`config.mk`:
```
export PLATFORM = sky130hd
export DESIGN_NAME = uart_alu_seq_ctrl
export DESIGN_NICKNAME = d
export VERILOG_FILES = /design/src/rtl/uart_alu_seq_ctrl.sv
export SDC_FILE = /design/constraint.sdc
export NUM_CORES = 1
export LEC_CHECK = 0
export ABC_AREA = 0
export BUFFER_PORTS_ARGS = -buffer_cell sky130_fd_sc_hd__buf_2
export CAP_MARGIN = 5
export CORE_MARGIN = 4
export CORE_UTILIZATION = 28
export DETAILED_ROUTE_END_ITERATION = 7
export GPL_TIMING_DRIVEN = 0
export SETUP_SLACK_MARGIN = 0.02
export SLEW_MARGIN = 0
export SYNTH_ARGS = -nofsm -noshare
export SYNTH_HDL_FRONTEND = slang
export SYNTH_SLANG_ARGS = --single-unit
```
`constraint.sdc`:
```
create_clock -name CLK -period 3.46 [get_ports CLK]
set_clock_uncertainty 0.05 [all_clocks]
set_input_delay 0.519 -clock CLK [delete_from_list [all_inputs] [get_ports CLK]]
set_output_delay 0.519 -clock CLK [all_outputs]
set_load 0.02 [all_outputs]
```
`src/rtl/uart_alu_seq_ctrl.sv`:
```
// uart_alu_seq_ctrl
// Sequencer between a UART receiver, a combinational ALU and a UART transmitter.
// It gathers operand A, operand B and the opcode from three received bytes,
// presents them to the ALU, and captures the result. It then starts the
// transmitter and waits for TX_DONE. An inter-byte timeout, counted in baud
// ticks, abandons a partial command so the stream can resynchronise.

module uart_alu_seq_ctrl #(
   parameter int unsigned DATA_W        = 8,
   parameter int unsigned OP_W          = 6,
   parameter int unsigned TIMEOUT_TICKS = 4096
) (
   input  logic              CLK,
   input  logic              RESET,
   input  logic              TICK,
   input  logic              RX_DONE,
   input  logic [DATA_W-1:0] RX_DATA,
   input  logic [DATA_W-1:0] ALU_RESULT,
   input  logic              TX_DONE,
   output logic [DATA_W-1:0] ALU_A,
   output logic [DATA_W-1:0] ALU_B,
   output logic [OP_W-1:0]   ALU_OP,
   output logic [DATA_W-1:0] TX_DATA,
   output logic              TX_START,
   output logic              BUSY,
   output logic              ERR_TIMEOUT,
   output logic              ERR_OVERRUN,
   output logic [2:0]        STATE
);

   localparam int unsigned CNT_W = $clog2(TIMEOUT_TICKS + 1);

   typedef enum logic [2:0] {
      S_IDLE    = 3'd0,
      S_GET_B   = 3'd1,
      S_GET_OP  = 3'd2,
      S_EXEC    = 3'd3,
      S_SEND    = 3'd4,
      S_WAIT_TX = 3'd5
   } state_t;

   state_t              r_state;
   logic [CNT_W-1:0]    r_cnt;
   logic [DATA_W-1:0]   r_alu_a;
   logic [DATA_W-1:0]   r_alu_b;
   logic [OP_W-1:0]     r_alu_op;
   logic [DATA_W-1:0]   r_tx_data;
   logic                r_tx_start;
   logic                r_err_timeout;
   logic                r_err_overrun;

   logic [CNT_W-1:0]    w_cnt_next;
   logic                w_cnt_term;

   // Next tick count and whether a tick now would reach the timeout limit
   always_comb begin
      w_cnt_next = r_cnt + 1'b1;
      w_cnt_term = (w_cnt_next == CNT_W'(TIMEOUT_TICKS));
   end

   // Command sequencer: byte collection, execute, transmit handshake, timeout
   always_ff @(posedge CLK) begin
      if (RESET) begin
         r_state       <= S_IDLE;
         r_cnt         <= '0;
         r_alu_a       <= '0;
         r_alu_b       <= '0;
         r_alu_op      <= '0;
         r_tx_data     <= '0;
         r_tx_start    <= 1'b0;
         r_err_timeout <= 1'b0;
         r_err_overrun <= 1'b0;
      end else begin
         r_tx_start    <= 1'b0;
         r_err_timeout <= 1'b0;
         case (r_state)
            S_IDLE: begin
               r_cnt <= '0;
               if (RX_DONE) begin
                  r_alu_a <= RX_DATA;
                  r_state <= S_GET_B;
               end
            end
            // A byte arriving together with the terminal tick wins over the timeout
            S_GET_B: begin
               if (RX_DONE) begin
                  r_alu_b <= RX_DATA;
                  r_cnt   <= '0;
                  r_state <= S_GET_OP;
               end else if (TICK) begin
                  if (w_cnt_term) begin
                     r_cnt         <= '0;
                     r_err_timeout <= 1'b1;
                     r_state       <= S_IDLE;
                  end else begin
                     r_cnt <= w_cnt_next;
                  end
               end
            end
            S_GET_OP: begin
               if (RX_DONE) begin
                  r_alu_op <= RX_DATA[OP_W-1:0];
                  r_cnt    <= '0;
                  r_state  <= S_EXEC;
               end else if (TICK) begin
                  if (w_cnt_term) begin
                     r_cnt         <= '0;
                     r_err_timeout <= 1'b1;
                     r_state       <= S_IDLE;
                  end else begin
                     r_cnt <= w_cnt_next;
                  end
               end
            end
            // TX_START is registered here so it is high exactly while in SEND
            S_EXEC: begin
               r_cnt      <= '0;
               r_tx_data  <= ALU_RESULT;
               r_tx_start <= 1'b1;
               r_state    <= S_SEND;
               if (RX_DONE) r_err_overrun <= 1'b1;
            end
            S_SEND: begin
               r_cnt   <= '0;
               r_state <= S_WAIT_TX;
               if (RX_DONE) r_err_overrun <= 1'b1;
            end
            S_WAIT_TX: begin
               r_cnt <= '0;
               if (RX_DONE) r_err_overrun <= 1'b1;
               if (TX_DONE) r_state <= S_IDLE;
            end
            default: begin
               r_cnt   <= '0;
               r_state <= S_IDLE;
            end
         endcase
      end
   end

   assign ALU_A       = r_alu_a;
   assign ALU_B       = r_alu_b;
   assign ALU_OP      = r_alu_op;
   assign TX_DATA     = r_tx_data;
   assign TX_START    = r_tx_start;
   assign BUSY        = (r_state != S_IDLE);
   assign ERR_TIMEOUT = r_err_timeout;
   assign ERR_OVERRUN = r_err_overrun;
   assign STATE       = r_state;

endmodule
```
# [After elaboration in Yosys (flattened, before gate mapping)]
# Index checks and enable logic that the tools add are counted.
[totals] ff_bits=49 latch_bits=0 mem_bits_rw=0 rom_bits=0 input_bits=21 memories=0
[classes] addsub=1 mul=0 div=0 n_lt_le_gt_ge=0 n_eq_ne=8 shift=0 muxes=10 bitwise_logic=2 reduce_logical=11
[op_table] cell="$mux W3" n=6
[op_table] cell="$pmux W3 S6" n=1
[op_table] cell="$add A13 B1 Y13 const B" n=1
[op_table] cell="$eq A13 B13 Y1 const B" n=1
[op_table] cell="$mux W13" n=1
[op_table] cell="$reduce_and A2 Y1" n=5
[op_table] cell="$eq A3 B2 Y1 const B" n=2
[op_table] cell="$eq A3 B3 Y1 const B" n=2
[op_table] cell="$reduce_or A3 Y1" n=2
[op_table] cell="$ne A2 B2 Y1 const B" n=2
[op_table] cell="$reduce_or A4 Y1" n=1
[op_table] cell="$eq A3 B1 Y1 const B" n=1
[op_table] cell="$logic_not A3 Y1" n=1
[op_table] cell="$reduce_bool A3 Y1" n=1
[op_table] cell="$mux W1" n=2
[op_table] cell="$not A1 Y1" n=2
[op_table] cell="$reduce_or A2 Y1" n=1

# [Logic depth before layout (Yosys ltp)]
[logic_depth] depth_word=6 ltp_mapped=6 depth_no_buf=5

# [Least setup slack after synthesis]
# Ideal clock, no wire load.
[synth_path] path_type="input -> register" start="input port RESET" end="register r_cnt[5]" arrival_ns=1.563 t_required_ns=3.339 slack_ns=1.776 path_stages=4 n_path_buf=2 cell_sequence="clkbuf_1 > or4_1 > clkbuf_1 > a21oi_1"
[synth_between] elab_chain_cells=1
[synth_rtl] item="start: declaration" line_no="14" rtl="input logic RESET,"
[synth_rtl] item="$reduce_or A3 Y1 (no line)"
[synth_rtl] item="end signal: assignment" line_no="96" rtl="r_cnt <= w_cnt_next;"
[synth_rtl] item="end signal: assignment" line_no="111" rtl="r_cnt <= w_cnt_next;"
[synth_rtl] item="end: declaration" line_no="43" rtl="logic [CNT_W-1:0] r_cnt;"
# Every way passes these cells.
# A chain may end at the register's enable or synchronous reset.

# [Worst setup path in the final report]
[layout_path] start="register r_state[2] (netlist: STATE[2])" end="output port BUSY"
[layout_between] elab_chain_cells=1
[layout_rtl] item="start: declaration" line_no="42" rtl="state_t r_state;"
[layout_rtl] item="start signal: assignment" line_no="64" rtl="r_state <= S_IDLE;"
[layout_rtl] item="start signal: assignment" line_no="81" rtl="r_state <= S_GET_B;"
[layout_rtl] item="start signal: assignment" line_no="89" rtl="r_state <= S_GET_OP;"
[layout_rtl] item="$reduce_bool A3 Y1" line_no="146" rtl="assign BUSY = (r_state != S_IDLE);"
[layout_rtl] item="end: declaration" line_no="25" rtl="output logic BUSY,"
# Every way passes these cells.

==> impl_metrics.csv <==
group,metric,value,unit
global_route,antenna_found_initial,0,
synth,synth_area_leaders,"dfxtp_1, mux2i_1, nand2_1",
sta,final.period_utilization,58.5,%
final_layout,drive_above_1_share,25.9,%
synth,syn-num-nets,263,
sta,clock.fmax,494,MHz
clock_network,clk_pin_slew,0.10,ns
drt,first_iter_violations,82,
synth,avgSynthCellArea,8.72,um^2
synth,synth.top_cells.by_count,"dfxtp_1, nand2_1, nor2_1",
worst_setup_path,cp-end-kind,"output port",
floorplan,fp.dieW,94.6,um
synth,ys.flop_type,"dfxtp_1",
run,maxCapViolCount,0,
sta,whs,0.393,ns
sta,tightestPinTransition,0.978,ns
floorplan,num_rows,31,
power,leakagePower,0.00109,uW
place,gp_congestion,0.815,
synth,synthArstFlopShare,0,%
synth,yosysMostFrequentCell,"dfxtp_1",
synth,synthesis.area,2100,um^2
synth,synth_top_area_share,46.7,%
sta,rsz0062_at_grt,"false",
power,pwr-share-clk,30.4,%
power,pwr-share-comb,18.4,%
global_route,grt.busiest_layer,"met2",
worst_setup_path,cp_slowest_stage_delay,0.43,ns
global_route,grt_use_total,12.2,%
synth,synth_cell_types,43,
worst_setup_path,startpoint_type,"flop",
sta,fin_crit,2.02,ns
power,internal_power,819,uW
drt,antenna_left,0,
global_route,grt-ovfl-total,0,
worst_setup_path,cp.required,2.89,ns
floorplan,boundaryPins,58,
power,p_switching,367,uW
worst_setup_path,crit_chain,"clkbuf_1 > or3_1 > buf_2",
power,power,1190,uW
global_route,grtUsageMet2,17.9,%
synth,ys_seq_area_share,46.7,%
worst_setup_path,crit_arrival,1.45,ns
clock_network,root_buffer,"clkbuf_8",
final_layout,fillerInstances,811,
final_layout,n_antenna_cell,0,
worst_hold_path,hp-class,"in2reg",
floorplan,dieArea,8960,um^2
sta,hold_violations,0,
sta,setup_viol,0,
worst_setup_path,critPathTopFamily,"simple AND/OR/NAND/NOR gates",
drt,wirelength,5.21,mm
drt,wl_per_cell,12.9,um
synth,yosysWarningCount,0,
synth,yosysTopAreaCell,"dfxtp_1",
power,seq_power_share,51.2,%
drt,first_pass_iters,4,
place,io_buffers,56,
final_layout,fin_nets,326,
power,switching_share,31.0,%
clock_network,clock_latency,0.30,ns
global_route,grt_pass1_wl,8.52,mm
place,place_hpwl,3.78,mm
sta,slew_headroom,34.3,%
drt,vias,1831,
worst_setup_path,critPathMaxFanout,10,
worst_setup_path,cp_slowest_cell,"or3_1",
drt,drc,0,
clock_network,cts_num_sinks,49,
floorplan,die_h,94.6,um
sta,slew_violations,0,
clock_network,cts_resized,0,
floorplan,core,7290,um^2
status,status,"completed",
synth,ys_ff_latch,49,
sta,setup-tns-final,0,ns
clock_network,postCtsHoldBufs,0,
clock_network,cts_tree,"built",
global_route,grt_use_met1,17.1,%
synth,synth_edf_count,0,
worst_setup_path,worstSetupPathType,"reg2out",
power,power_density,456,nW/um^2
global_route,grt_max_degree,18,
clock_network,cts_max_level,2,
drt,vias_per_cell,4.53,
synth,synthCells,241,
floorplan,start_util,28.8,%
final_layout,area_growth,23.7,%
worst_setup_path,crit_buf_inv,2,
global_route,grt_pass1_vias,1701,
global_route,gr-usage-met3,3.19,%
clock_network,postCtsSetupBuffers,0,
power,ir_drop,0.198,mV
clock_network,cts_buffer_depth,2,
clock_network,cts_buffers,5,
[metrics by stage]
step | cells | worst slack, ns | util (%) | area, um^2
after detailed placement | 396 | 1.46 | 34.4 | 2510
final | 404 | 1.44 | 35.7 | 2600
after CTS | 404 | 1.41 | 35.7 | 2600
after global placement | 396 | 1.49 | 34.4 | 2510
after floorplan | 241 | 1.78 | - | 2100
after global routing | 404 | 1.34 | 35.7 | 2600
[power groups by stage]
stage | logic (uW) | registers (uW) | clock network, uW
3_3_place_gp | 220 | 619 | 0
3_5_place_dp | 222 | 621 | 0
4_1_cts | 223 | 608 | 371
2_1_floorplan | 110 | 655 | 0
6_report | 218 | 607 | 361
5_1_grt | 244 | 611 | 398
[worst paths after layout]
kind	start	to	slack [ns]	depth (start not counted)
worst max-delay path	STATE[2]$_SDFFE_PP0P_	BUSY	1.44	3
worst min-delay path	ALU_RESULT[2]	TX_DATA[2]$_SDFFE_PP0P_	0.39	3
worst max register to register	r_cnt[0]$_SDFFE_PP0P_	STATE[0]$_SDFFE_PP0P_	1.53	6
worst min register to register	ALU_B[3]$_SDFFE_PP0P_	ALU_B[3]$_SDFFE_PP0P_	0.40	2
[cells in the final DEF (no fill, tap or decap), types with 2 or more instances in the layout]
cell / n
and4_1: 2
or3_1: 4
o21ai_0: 3
xor2_1: 6
dfxtp_1: 49
buf_4: 2
nand3_1: 8
xnor2_1: 6
clkbuf_8: 5
and3_1: 2
a21oi_1: 20
buf_2: 60
nand2_1: 39
nor3_1: 4
clkbuf_1: 10
mux2i_1: 15
o21a_1: 2
nor2_1: 29
nand3b_1: 3
inv_1: 2
nand4_1: 6
nand2b_1: 3
clkinvlp_4: 2
[registers in the layout, summed over array words and instances (netlist names)]
name	cells
TX_DATA	8
ALU_OP	6
TX_START	1
STATE	3
r_cnt	13
ERR_TIMEOUT	1
ERR_OVERRUN	1
ALU_A	8
ALU_B	8
[tightest hold or removal path, cell delays in order]
cell and delay (ns):
buf_2 0.07, mux2i_1 0.05, nor2_1 0.07
[layer usage]
metal / wire length (um) / up-vias
li1: - / 949
met1: 2410 / 836
met2: 2440 / 42
met3: 285 / 4
met4: 76 / 0
met5: 0 / -
[kinds of logic after synthesis]
group                      synth area share (%)
buffers and inverters                      3.81
adders and majority gates                 0.595
and+or+nand+nor                            26.3
muxes                                      7.14
DFF                                        46.7
AOI/OAI and AO/OA                          10.5
xor gates and xnor gates                   5.00
[final cells by class]
cell class,count,area (um^2),share of cell area [%]
buffer,16,72.6,2.79
inverter,2,7.51,0.289
timing repair buffer,56,280,10.8
multi-input combinational,174,1040,40.0
clock buffer,5,68.8,2.65
tap,99,124,4.76
clock inverter,3,26.3,1.01
sequential,49,981,37.7
No activity file was read; power rests on OpenSTA's default activity.
